**src/rtl/mc_pkg.sv**
```systemverilog
// rtl/mc_pkg.sv - shared encodings for the multi-cycle MIPS control unit (MC_JAL_EN adds jal).
package mc_pkg;

  typedef enum logic [3:0] {
    S_IF     = 4'd0,
    S_ID     = 4'd1,
    S_EX_R   = 4'd2,
    S_EX_I   = 4'd3,
    S_EX_MA  = 4'd4,
    S_MEM_RD = 4'd5,
    S_MEM_WR = 4'd6,
    S_WB_R   = 4'd7,
    S_WB_I   = 4'd8,
    S_WB_MEM = 4'd9,
    S_BR     = 4'd10,
    S_JMP    = 4'd11
`ifdef MC_JAL_EN
    , S_JAL  = 4'd12
`endif
  } state_t;

  localparam logic [5:0] OP_RTYPE = 6'b000000;
  localparam logic [5:0] OP_ORI   = 6'b001101;
  localparam logic [5:0] OP_ADDIU = 6'b001001;
  localparam logic [5:0] OP_LW    = 6'b100011;
  localparam logic [5:0] OP_SW    = 6'b101011;
  localparam logic [5:0] OP_BEQ   = 6'b000100;
  localparam logic [5:0] OP_J     = 6'b000010;
  localparam logic [5:0] OP_JAL   = 6'b000011;

  localparam logic [1:0] SRCB_RT     = 2'b00;
  localparam logic [1:0] SRCB_FOUR   = 2'b01;
  localparam logic [1:0] SRCB_IMM    = 2'b10;
  localparam logic [1:0] SRCB_IMM_SH = 2'b11;

  localparam logic [1:0] PCSRC_ALU    = 2'b00;
  localparam logic [1:0] PCSRC_ALUOUT = 2'b01;
  localparam logic [1:0] PCSRC_JUMP   = 2'b10;

  localparam logic [2:0] ALU_ADD = 3'b000;
  localparam logic [2:0] ALU_R   = 3'b001;
  localparam logic [2:0] ALU_OR  = 3'b010;
  localparam logic [2:0] ALU_SUB = 3'b100;

  typedef struct packed {
    logic       pc_wr;
    logic       ir_wr;
    logic       i_or_d;
    logic       mem_rd;
    logic       mem_wr;
    logic       reg_wr;
    logic       reg_dst;
    logic       mem_to_reg;
    logic       alu_src_a;
    logic [1:0] alu_src_b;
    logic [1:0] pc_src;
    logic       ext_op;
    logic [2:0] alu_op;
  } ctrl_t;

  function automatic logic op_legal(input logic [5:0] o);
    case (o)
      OP_RTYPE, OP_ORI, OP_ADDIU, OP_LW, OP_SW, OP_BEQ, OP_J: return 1'b1;
`ifdef MC_JAL_EN
      OP_JAL: return 1'b1;
`endif
      default: return 1'b0;
    endcase
  endfunction

endpackage

```
**src/rtl/mc_if.sv**
```systemverilog
// rtl/mc_if.sv - controller <-> multi-cycle datapath signal bundle (link_sel only with MC_JAL_EN).
interface mc_if #(
  parameter int OP_W    = 6,
  parameter int ALUOP_W = 3
);
  logic [OP_W-1:0]    op;
  logic               zero;
  logic               mem_ready;
  logic               pc_wr;
  logic               ir_wr;
  logic               i_or_d;
  logic               mem_rd;
  logic               mem_wr;
  logic               reg_wr;
  logic               reg_dst;
  logic               mem_to_reg;
  logic               alu_src_a;
  logic [1:0]         alu_src_b;
  logic [1:0]         pc_src;
  logic               ext_op;
  logic [ALUOP_W-1:0] alu_op;
`ifdef MC_JAL_EN
  logic               link_sel;
`endif

  modport master (
    input  op, zero, mem_ready,
    output pc_wr, ir_wr, i_or_d, mem_rd, mem_wr, reg_wr, reg_dst, mem_to_reg,
           alu_src_a, alu_src_b, pc_src, ext_op, alu_op
`ifdef MC_JAL_EN
           , link_sel
`endif
  );

  modport slave (
    output op, zero, mem_ready,
    input  pc_wr, ir_wr, i_or_d, mem_rd, mem_wr, reg_wr, reg_dst, mem_to_reg,
           alu_src_a, alu_src_b, pc_src, ext_op, alu_op
`ifdef MC_JAL_EN
           , link_sel
`endif
  );
endinterface

```
**src/rtl/mc_ctrl_decode.sv**
```systemverilog
// rtl/mc_ctrl_decode.sv - combinational state+opcode to control-word decode (MC_JAL_EN adds S_JAL).
module mc_ctrl_decode
  import mc_pkg::*;
(
  input  state_t     state,
  input  logic [5:0] op,
  input  logic [5:0] op_q,
  input  logic       zero,
  input  logic       mem_ready,
  output ctrl_t      ctrl,
`ifdef MC_JAL_EN
  output logic       link_sel,
`endif
  output logic       illegal
);

  always_comb begin
    ctrl    = '0;
    illegal = 1'b0;
`ifdef MC_JAL_EN
    link_sel = 1'b0;
`endif
    case (state)
      S_IF: begin
        ctrl.mem_rd    = 1'b1;
        ctrl.alu_src_b = SRCB_FOUR;
        ctrl.alu_op    = ALU_ADD;
        ctrl.pc_src    = PCSRC_ALU;
        ctrl.ir_wr     = mem_ready;
        ctrl.pc_wr     = mem_ready;
      end
      S_ID: begin
        // Branch target is computed speculatively into ALUOut here.
        ctrl.alu_src_b = SRCB_IMM_SH;
        ctrl.ext_op    = 1'b1;
        illegal        = !op_legal(op);
      end
      S_EX_R: begin
        ctrl.alu_src_a = 1'b1;
        ctrl.alu_op    = ALU_R;
      end
      S_EX_I: begin
        ctrl.alu_src_a = 1'b1;
        ctrl.alu_src_b = SRCB_IMM;
        if (op_q == OP_ORI) begin
          ctrl.ext_op = 1'b0;
          ctrl.alu_op = ALU_OR;
        end else begin
          ctrl.ext_op = 1'b1;
          ctrl.alu_op = ALU_ADD;
        end
      end
      S_EX_MA: begin
        ctrl.alu_src_a = 1'b1;
        ctrl.alu_src_b = SRCB_IMM;
        ctrl.ext_op    = 1'b1;
      end
      S_MEM_RD: begin
        ctrl.mem_rd = 1'b1;
        ctrl.i_or_d = 1'b1;
      end
      S_MEM_WR: begin
        ctrl.mem_wr = 1'b1;
        ctrl.i_or_d = 1'b1;
      end
      S_WB_R: begin
        ctrl.reg_wr  = 1'b1;
        ctrl.reg_dst = 1'b1;
      end
      S_WB_I:   ctrl.reg_wr = 1'b1;
      S_WB_MEM: begin
        ctrl.reg_wr     = 1'b1;
        ctrl.mem_to_reg = 1'b1;
      end
      S_BR: begin
        ctrl.alu_src_a = 1'b1;
        ctrl.alu_src_b = SRCB_RT;
        ctrl.alu_op    = ALU_SUB;
        ctrl.pc_src    = PCSRC_ALUOUT;
        ctrl.pc_wr     = zero;
      end
      S_JMP: begin
        ctrl.pc_src = PCSRC_JUMP;
        ctrl.pc_wr  = 1'b1;
      end
`ifdef MC_JAL_EN
      S_JAL: begin
        ctrl.pc_src = PCSRC_JUMP;
        ctrl.pc_wr  = 1'b1;
        ctrl.reg_wr = 1'b1;
        link_sel    = 1'b1;
      end
`endif
      default: ;
    endcase
  end

endmodule

```
**src/rtl/mc_control_unit.sv**
```systemverilog
// rtl/mc_control_unit.sv - multi-cycle MIPS control FSM with wait states and retire counter.
// Define MC_JAL_EN to add the jal instruction and the link_sel output.
module mc_control_unit
  import mc_pkg::*;
#(
  parameter int OP_W    = 6,
  parameter int ALUOP_W = 3,
  parameter int CNT_W   = 32
) (
  input  logic             clk,
  input  logic             rst_n,
  mc_if.master             dp,
  output logic             illegal,
  output logic [CNT_W-1:0] instr_cnt,
  output logic [3:0]       state
);

  state_t     state_q, state_d;
  logic [5:0] op_live, op_q;
  logic       retire;
  ctrl_t      dec, ctrl;
  logic       dec_illegal;
`ifdef MC_JAL_EN
  logic       dec_link;
`endif

  assign op_live = 6'(dp.op);

  mc_ctrl_decode u_decode (
    .state     (state_q),
    .op        (op_live),
    .op_q      (op_q),
    .zero      (dp.zero),
    .mem_ready (dp.mem_ready),
    .ctrl      (dec),
`ifdef MC_JAL_EN
    .link_sel  (dec_link),
`endif
    .illegal   (dec_illegal)
  );

  always_ff @(posedge clk or negedge rst_n) begin
    if (!rst_n) begin
      state_q   <= S_IF;
      op_q      <= '0;
      instr_cnt <= '0;
    end else begin
      state_q <= state_d;
      if (state_q == S_ID) op_q <= op_live;
      if (retire) instr_cnt <= instr_cnt + CNT_W'(1);
    end
  end

  always_comb begin
    state_d = S_IF;
    retire  = 1'b0;
    case (state_q)
      S_IF: state_d = dp.mem_ready ? S_ID : S_IF;
      S_ID: begin
        case (op_live)
          OP_RTYPE:         state_d = S_EX_R;
          OP_ORI, OP_ADDIU: state_d = S_EX_I;
          OP_LW, OP_SW:     state_d = S_EX_MA;
          OP_BEQ:           state_d = S_BR;
          OP_J:             state_d = S_JMP;
`ifdef MC_JAL_EN
          OP_JAL:           state_d = S_JAL;
`endif
          default:          state_d = S_IF;
        endcase
      end
      S_EX_R:   state_d = S_WB_R;
      S_EX_I:   state_d = S_WB_I;
      S_EX_MA:  state_d = (op_q == OP_LW) ? S_MEM_RD : S_MEM_WR;
      S_MEM_RD: state_d = dp.mem_ready ? S_WB_MEM : S_MEM_RD;
      S_MEM_WR: begin
        state_d = dp.mem_ready ? S_IF : S_MEM_WR;
        retire  = dp.mem_ready;
      end
      S_WB_R, S_WB_I, S_WB_MEM, S_BR, S_JMP: begin
        state_d = S_IF;
        retire  = 1'b1;
      end
`ifdef MC_JAL_EN
      S_JAL: begin
        state_d = S_IF;
        retire  = 1'b1;
      end
`endif
      default: state_d = S_IF;
    endcase
  end

  // While reset is held every enable and select is forced low, not just the IF decode.
  assign ctrl    = rst_n ? dec : '0;
  assign illegal = rst_n & dec_illegal;
  assign state   = state_q;

  assign dp.pc_wr      = ctrl.pc_wr;
  assign dp.ir_wr      = ctrl.ir_wr;
  assign dp.i_or_d     = ctrl.i_or_d;
  assign dp.mem_rd     = ctrl.mem_rd;
  assign dp.mem_wr     = ctrl.mem_wr;
  assign dp.reg_wr     = ctrl.reg_wr;
  assign dp.reg_dst    = ctrl.reg_dst;
  assign dp.mem_to_reg = ctrl.mem_to_reg;
  assign dp.alu_src_a  = ctrl.alu_src_a;
  assign dp.alu_src_b  = ctrl.alu_src_b;
  assign dp.pc_src     = ctrl.pc_src;
  assign dp.ext_op     = ctrl.ext_op;
  assign dp.alu_op     = ALUOP_W'(ctrl.alu_op);
`ifdef MC_JAL_EN
  assign dp.link_sel   = rst_n & dec_link;
`endif

endmodule
```
**src/flat_wrapper.sv**
```systemverilog
// flat-port wrapper written by rule: the top's interface ports become plain ports
module mc_control_unit_flat import mc_pkg::*;
#(
  parameter int OP_W    = 6,
  parameter int ALUOP_W = 3,
  parameter int CNT_W   = 32
)
  (clk, rst_n, illegal, instr_cnt, state, dp_op, dp_zero, dp_mem_ready, dp_pc_wr, dp_ir_wr, dp_i_or_d, dp_mem_rd, dp_mem_wr, dp_reg_wr, dp_reg_dst, dp_mem_to_reg, dp_alu_src_a, dp_alu_src_b, dp_pc_src, dp_ext_op, dp_alu_op);
  mc_if #(.OP_W(OP_W), .ALUOP_W(ALUOP_W)) dp_i ();
  input  logic clk;
  input  logic rst_n;
  output logic illegal;
  output logic [CNT_W-1:0] instr_cnt;
  output logic [3:0] state;
  input wire logic [$bits(dp_i.op)-1:0] dp_op;
  input wire logic [$bits(dp_i.zero)-1:0] dp_zero;
  input wire logic [$bits(dp_i.mem_ready)-1:0] dp_mem_ready;
  output wire logic [$bits(dp_i.pc_wr)-1:0] dp_pc_wr;
  output wire logic [$bits(dp_i.ir_wr)-1:0] dp_ir_wr;
  output wire logic [$bits(dp_i.i_or_d)-1:0] dp_i_or_d;
  output wire logic [$bits(dp_i.mem_rd)-1:0] dp_mem_rd;
  output wire logic [$bits(dp_i.mem_wr)-1:0] dp_mem_wr;
  output wire logic [$bits(dp_i.reg_wr)-1:0] dp_reg_wr;
  output wire logic [$bits(dp_i.reg_dst)-1:0] dp_reg_dst;
  output wire logic [$bits(dp_i.mem_to_reg)-1:0] dp_mem_to_reg;
  output wire logic [$bits(dp_i.alu_src_a)-1:0] dp_alu_src_a;
  output wire logic [$bits(dp_i.alu_src_b)-1:0] dp_alu_src_b;
  output wire logic [$bits(dp_i.pc_src)-1:0] dp_pc_src;
  output wire logic [$bits(dp_i.ext_op)-1:0] dp_ext_op;
  output wire logic [$bits(dp_i.alu_op)-1:0] dp_alu_op;
  assign dp_i.op = dp_op;
  assign dp_i.zero = dp_zero;
  assign dp_i.mem_ready = dp_mem_ready;
  assign dp_pc_wr = dp_i.pc_wr;
  assign dp_ir_wr = dp_i.ir_wr;
  assign dp_i_or_d = dp_i.i_or_d;
  assign dp_mem_rd = dp_i.mem_rd;
  assign dp_mem_wr = dp_i.mem_wr;
  assign dp_reg_wr = dp_i.reg_wr;
  assign dp_reg_dst = dp_i.reg_dst;
  assign dp_mem_to_reg = dp_i.mem_to_reg;
  assign dp_alu_src_a = dp_i.alu_src_a;
  assign dp_alu_src_b = dp_i.alu_src_b;
  assign dp_pc_src = dp_i.pc_src;
  assign dp_ext_op = dp_i.ext_op;
  assign dp_alu_op = dp_i.alu_op;
  mc_control_unit #(.OP_W(OP_W), .ALUOP_W(ALUOP_W), .CNT_W(CNT_W)) u_core (.clk(clk), .rst_n(rst_n), .dp(dp_i), .illegal(illegal), .instr_cnt(instr_cnt), .state(state));
endmodule
```
**config.mk**
```make
export PLATFORM = sky130hd
export DESIGN_NAME = mc_control_unit_flat
export DESIGN_NICKNAME = d
export VERILOG_FILES = /design/src/rtl/mc_pkg.sv /design/src/rtl/mc_if.sv /design/src/rtl/mc_ctrl_decode.sv /design/src/rtl/mc_control_unit.sv /design/src/flat_wrapper.sv
export SDC_FILE = /design/constraint.sdc
export NUM_CORES = 1
export LEC_CHECK = 0
export ABC_AREA = 1
export CAP_MARGIN = 10
export CORE_ASPECT_RATIO = 1.5
export CORE_UTILIZATION = 55
export DETAILED_ROUTE_END_ITERATION = 6
export PLACE_DENSITY = 0.88
export REMOVE_ABC_BUFFERS = 1
export SETUP_SLACK_MARGIN = 0.1
export SYNTH_ARGS = -nofsm -noshare
export SYNTH_HDL_FRONTEND = slang
export SYNTH_HIERARCHICAL = 1
export SYNTH_SLANG_ARGS = --single-unit
```
**constraint.sdc**
```tcl
create_clock -name clk -period 3.8 [get_ports clk]
set_input_delay 0.38 -clock clk [delete_from_list [all_inputs] [get_ports clk]]
set_output_delay 0.38 -clock clk [all_outputs]
set_load 0.005 [all_outputs]
```
==> flow_metrics.py <==
metrics = {
    "worst_setup_path": {
        "reg2reg_to": "u_core/instr_cnt[15]",
        "critPathBufInv": 3,
        "reg2reg_depth": 7,
        "critPathTopFamily": "buffers and inverters",
        "cp_data_required_time_ns": 3.42,
        "critical_path.max_fanout": 7,
        "worstPathCellList": "inv_1 > nand2_1 > nor2_1 > nor2_1 > o21ai_0 > nand2_1 > inv_1 > clkdlybuf4s50_1",
        "rrSetupSlack_ns": 1.78,
        "worstPathArrival_ns": 2.06,
        "reg2reg_from": "u_core/state[1]",
        "end_kind": "primary output",
        "cp-start-kind": "flip-flop",
        "max_stage_delay_ns": 0.51,
        "crit_path_top_delay_cell": "clkdlybuf4s50_1",
        "path_class": "reg2out",
    },
    "sta": {
        "setup_tns_ns": 0,
        "worst_pin_slew_ns": 0.880,
        "holdWs_ns": 0.193,
        "fmax_mhz": 410,
        "slew_headroom_pct": 41.4,
        "final_hold_viol_count": 0,
        "rsz0062_at_grt": "false",
        "fin_crit_ns": 2.44,
        "period_share_pct": 64.3,
        "setup_viol": 0,
        "fin_skew_ns": 0.00668,
        "final_max_slew_viol_count": 0,
    },
    "die": {
        "core_area_um2": 5160,
        "start_util_pct": 57.1,
        "die_x_um": 61.8,
        "die-area_um2": 5660,
        "rows": 32,
        "die_y_um": 91.7,
        "pin_count": 64,
    },
    "hold_path": {
        "hold_class": "in2async",
    },
    "cts": {
        "cts_buffer_depth": 2,
        "clock-sinks": 42,
        "post_cts_buffers": 0,
        "htreeDepth": 2,
        "tritoncts": "done",
        "cts-hold-fix-buffers": 0,
        "clockRootBuffer": "clkbuf_8",
        "cts_made_buffers": 5,
        "clock_latency_ns": 0.30,
        "clkTransAtPathRegs_ns": 0.09,
        "cts_resized": 0,
    },
    "power_and_ir_drop": {
        "p_leak_nw": 1.74,
        "p_int_mw": 1.00,
        "finalPower_mw": 1.66,
        "p_sw_mw": 0.655,
        "comb_power_share_pct": 41.3,
        "vdd_drop_max_mv": 0.334,
        "p_clk_share_pct": 21.6,
        "power_density_nw_per_um2": 445,
        "swShare_pct": 39.5,
        "seqPwrFrac_pct": 37.2,
    },
    "routing": {
        "routed_wl_um": 7570,
        "routedWlPerCell_um": 12.5,
        "first_pass_iters": 5,
        "avgViaCountPerCell": 5.16,
        "detail-route-antenna-nets": 0,
        "drt_iter0_markers": 117,
        "drc": 0,
        "vias": 3128,
    },
    "cells_and_area": {
        "final_area_um2": 3730,
        "layout_commonest_cell": "nand2_1",
        "final_nets": 548,
        "n_antenna_cell": 0,
        "drive_gt1_share_pct": 5.39,
        "area_growth_syn_to_layout_pct": 26.4,
        "final_cell_mix": "nand2_1 (186), nor2_1 (72), inv_1 (72), clkdlybuf4s50_1 (62), dfrtp_1 (42)",
        "final_util_pct": 72.2,
    },
    "synthesis": {
        "yosysWarnings": 6,
        "synth_top_area_share_pct": 35.7,
        "synth-seq-area-share_pct": 35.7,
        "syn-instance-count": 473,
        "synth_area_um2": 2950,
        "syn_area_per_cell_um2": 6.23,
        "yosysTopAreaCell": "dfrtp_1",
        "ys_types": 30,
        "ys_ff_latch": 42,
        "yosys-top-cells-area": "dfrtp_1 (36%), nand2_1 (24%), inv_1 (9.2%)",
    },
    "placement": {
        "io_buffer_count": 63,
        "dpl-instance-area_um2": 3610,
        "hpwl_um": 5750,
        "gp_congestion": 0.878,
    },
    "global_routing": {
        "grt.overflow.total": 0,
        "antenna_found_initial": 0,
        "grt_start_max_net_pins": 47,
        "grt_pass1_wl_um": 12800,
        "grtUsageTotal_pct": 29.6,
        "grt_pass1_vias": 3064,
    },
    "flow_run": {
        "maxCapViolCount": 0,
    },
    "outcome": {
        "outcome": "completed",
    },
}
power by group through the flow:
| stage | Combinational [mW] | Sequential (mW) | Clock, mW |
|---|---|---|---|
| after floorplan | 0.401 | 0.609 | 0 |
| after global placement | 0.655 | 0.620 | 0 |
| after detailed placement | 0.676 | 0.627 | 0 |
| after CTS | 0.682 | 0.617 | 0.364 |
| after global routing | 0.776 | 0.632 | 0.382 |
| final | 0.684 | 0.616 | 0.358 |
worst register-to-register path: cells and delay by family (launching register included):
family	cells	cell delay, ns
compound gates	2	0.39
buf+inv	1	0.32
flops	1	0.54
simple gates	4	0.65
cell usage after synthesis (all sizes together):
| cell | number |
|---|---|
| a21oi | 5 |
| buf | 5 |
| clkbuf | 2 |
| clkinv | 1 |
| dfrtp | 42 |
| ha | 1 |
| inv | 72 |
| nand2 | 194 |
| nand3 | 22 |
| nand3b | 3 |
| nand4 | 12 |
| nor2 | 81 |
| nor3 | 3 |
| o211ai | 1 |
| o21a | 1 |
| o21ai | 12 |
| o21bai | 1 |
| o22ai | 2 |
| xnor2 | 8 |
| xor2 | 5 |
cell type report:
cell class              instances  area, um2
fillers                       418       1440
inverters                      73        274
well taps                      68       85.1
clock buffers                   5       68.8
clock inverters                 3       43.8
flip-flops and latches         42       1050
multi-input cells             351       1570
repair buffers                 64        633
sequential cells by signal, summed over array words and instances (netlist names):
name / flops
u_core/state: 4
u_core/instr_cnt: 32
u_core/op_q: 6
layer usage:
metal / wire (um) / global-route usage, % / part of all wire, %
met5: 0 / 0 / 0
met4: 367 / 15.9 / 4.8
met1: 2840 / 30.4 / 38
met3: 293 / 4.94 / 3.9
met2: 4070 / 53.5 / 54
cell families (layout without fill, tap and decap cells):
| family | after synthesis | count (layout) | share of synthesized area (%) |
|---|---|---|---|
| AOI/OAI and AO/OA | 22 | 22 | 4.07 |
| and+or+nand+nor | 315 | 315 | 44.7 |
| buffers and inverters | 80 | 145 | 11.0 |
| xor gates and xnor gates | 13 | 13 | 4.12 |
| DFF | 42 | 42 | 35.7 |
| adders and majority gates | 1 | 1 | 0.424 |
per-stage QoR:
stage,setup WS [ns],cells
global route,1.15,606
floorplan,2.21,466
detailed placement,1.43,598
global placement,1.47,598
CTS,1.36,606
finish,1.36,606
worst max path at each step:
stage / startpoint / to / slack, ns / cells past startpoint
after floorplan: u_core/state[1] / u_core/instr_cnt[15] / 2.21 / 7
after global placement: dp_op[0] / illegal / 1.47 / 10
after detailed placement: dp_op[1] / illegal / 1.43 / 10
after CTS: u_core/state[3] / dp_alu_src_a / 1.36 / 8
after global routing: u_core/state[1] / dp_alu_op[1] / 1.15 / 7
final: u_core/state[3] / dp_alu_src_a / 1.36 / 8
(Power assumes the default switching activity.)
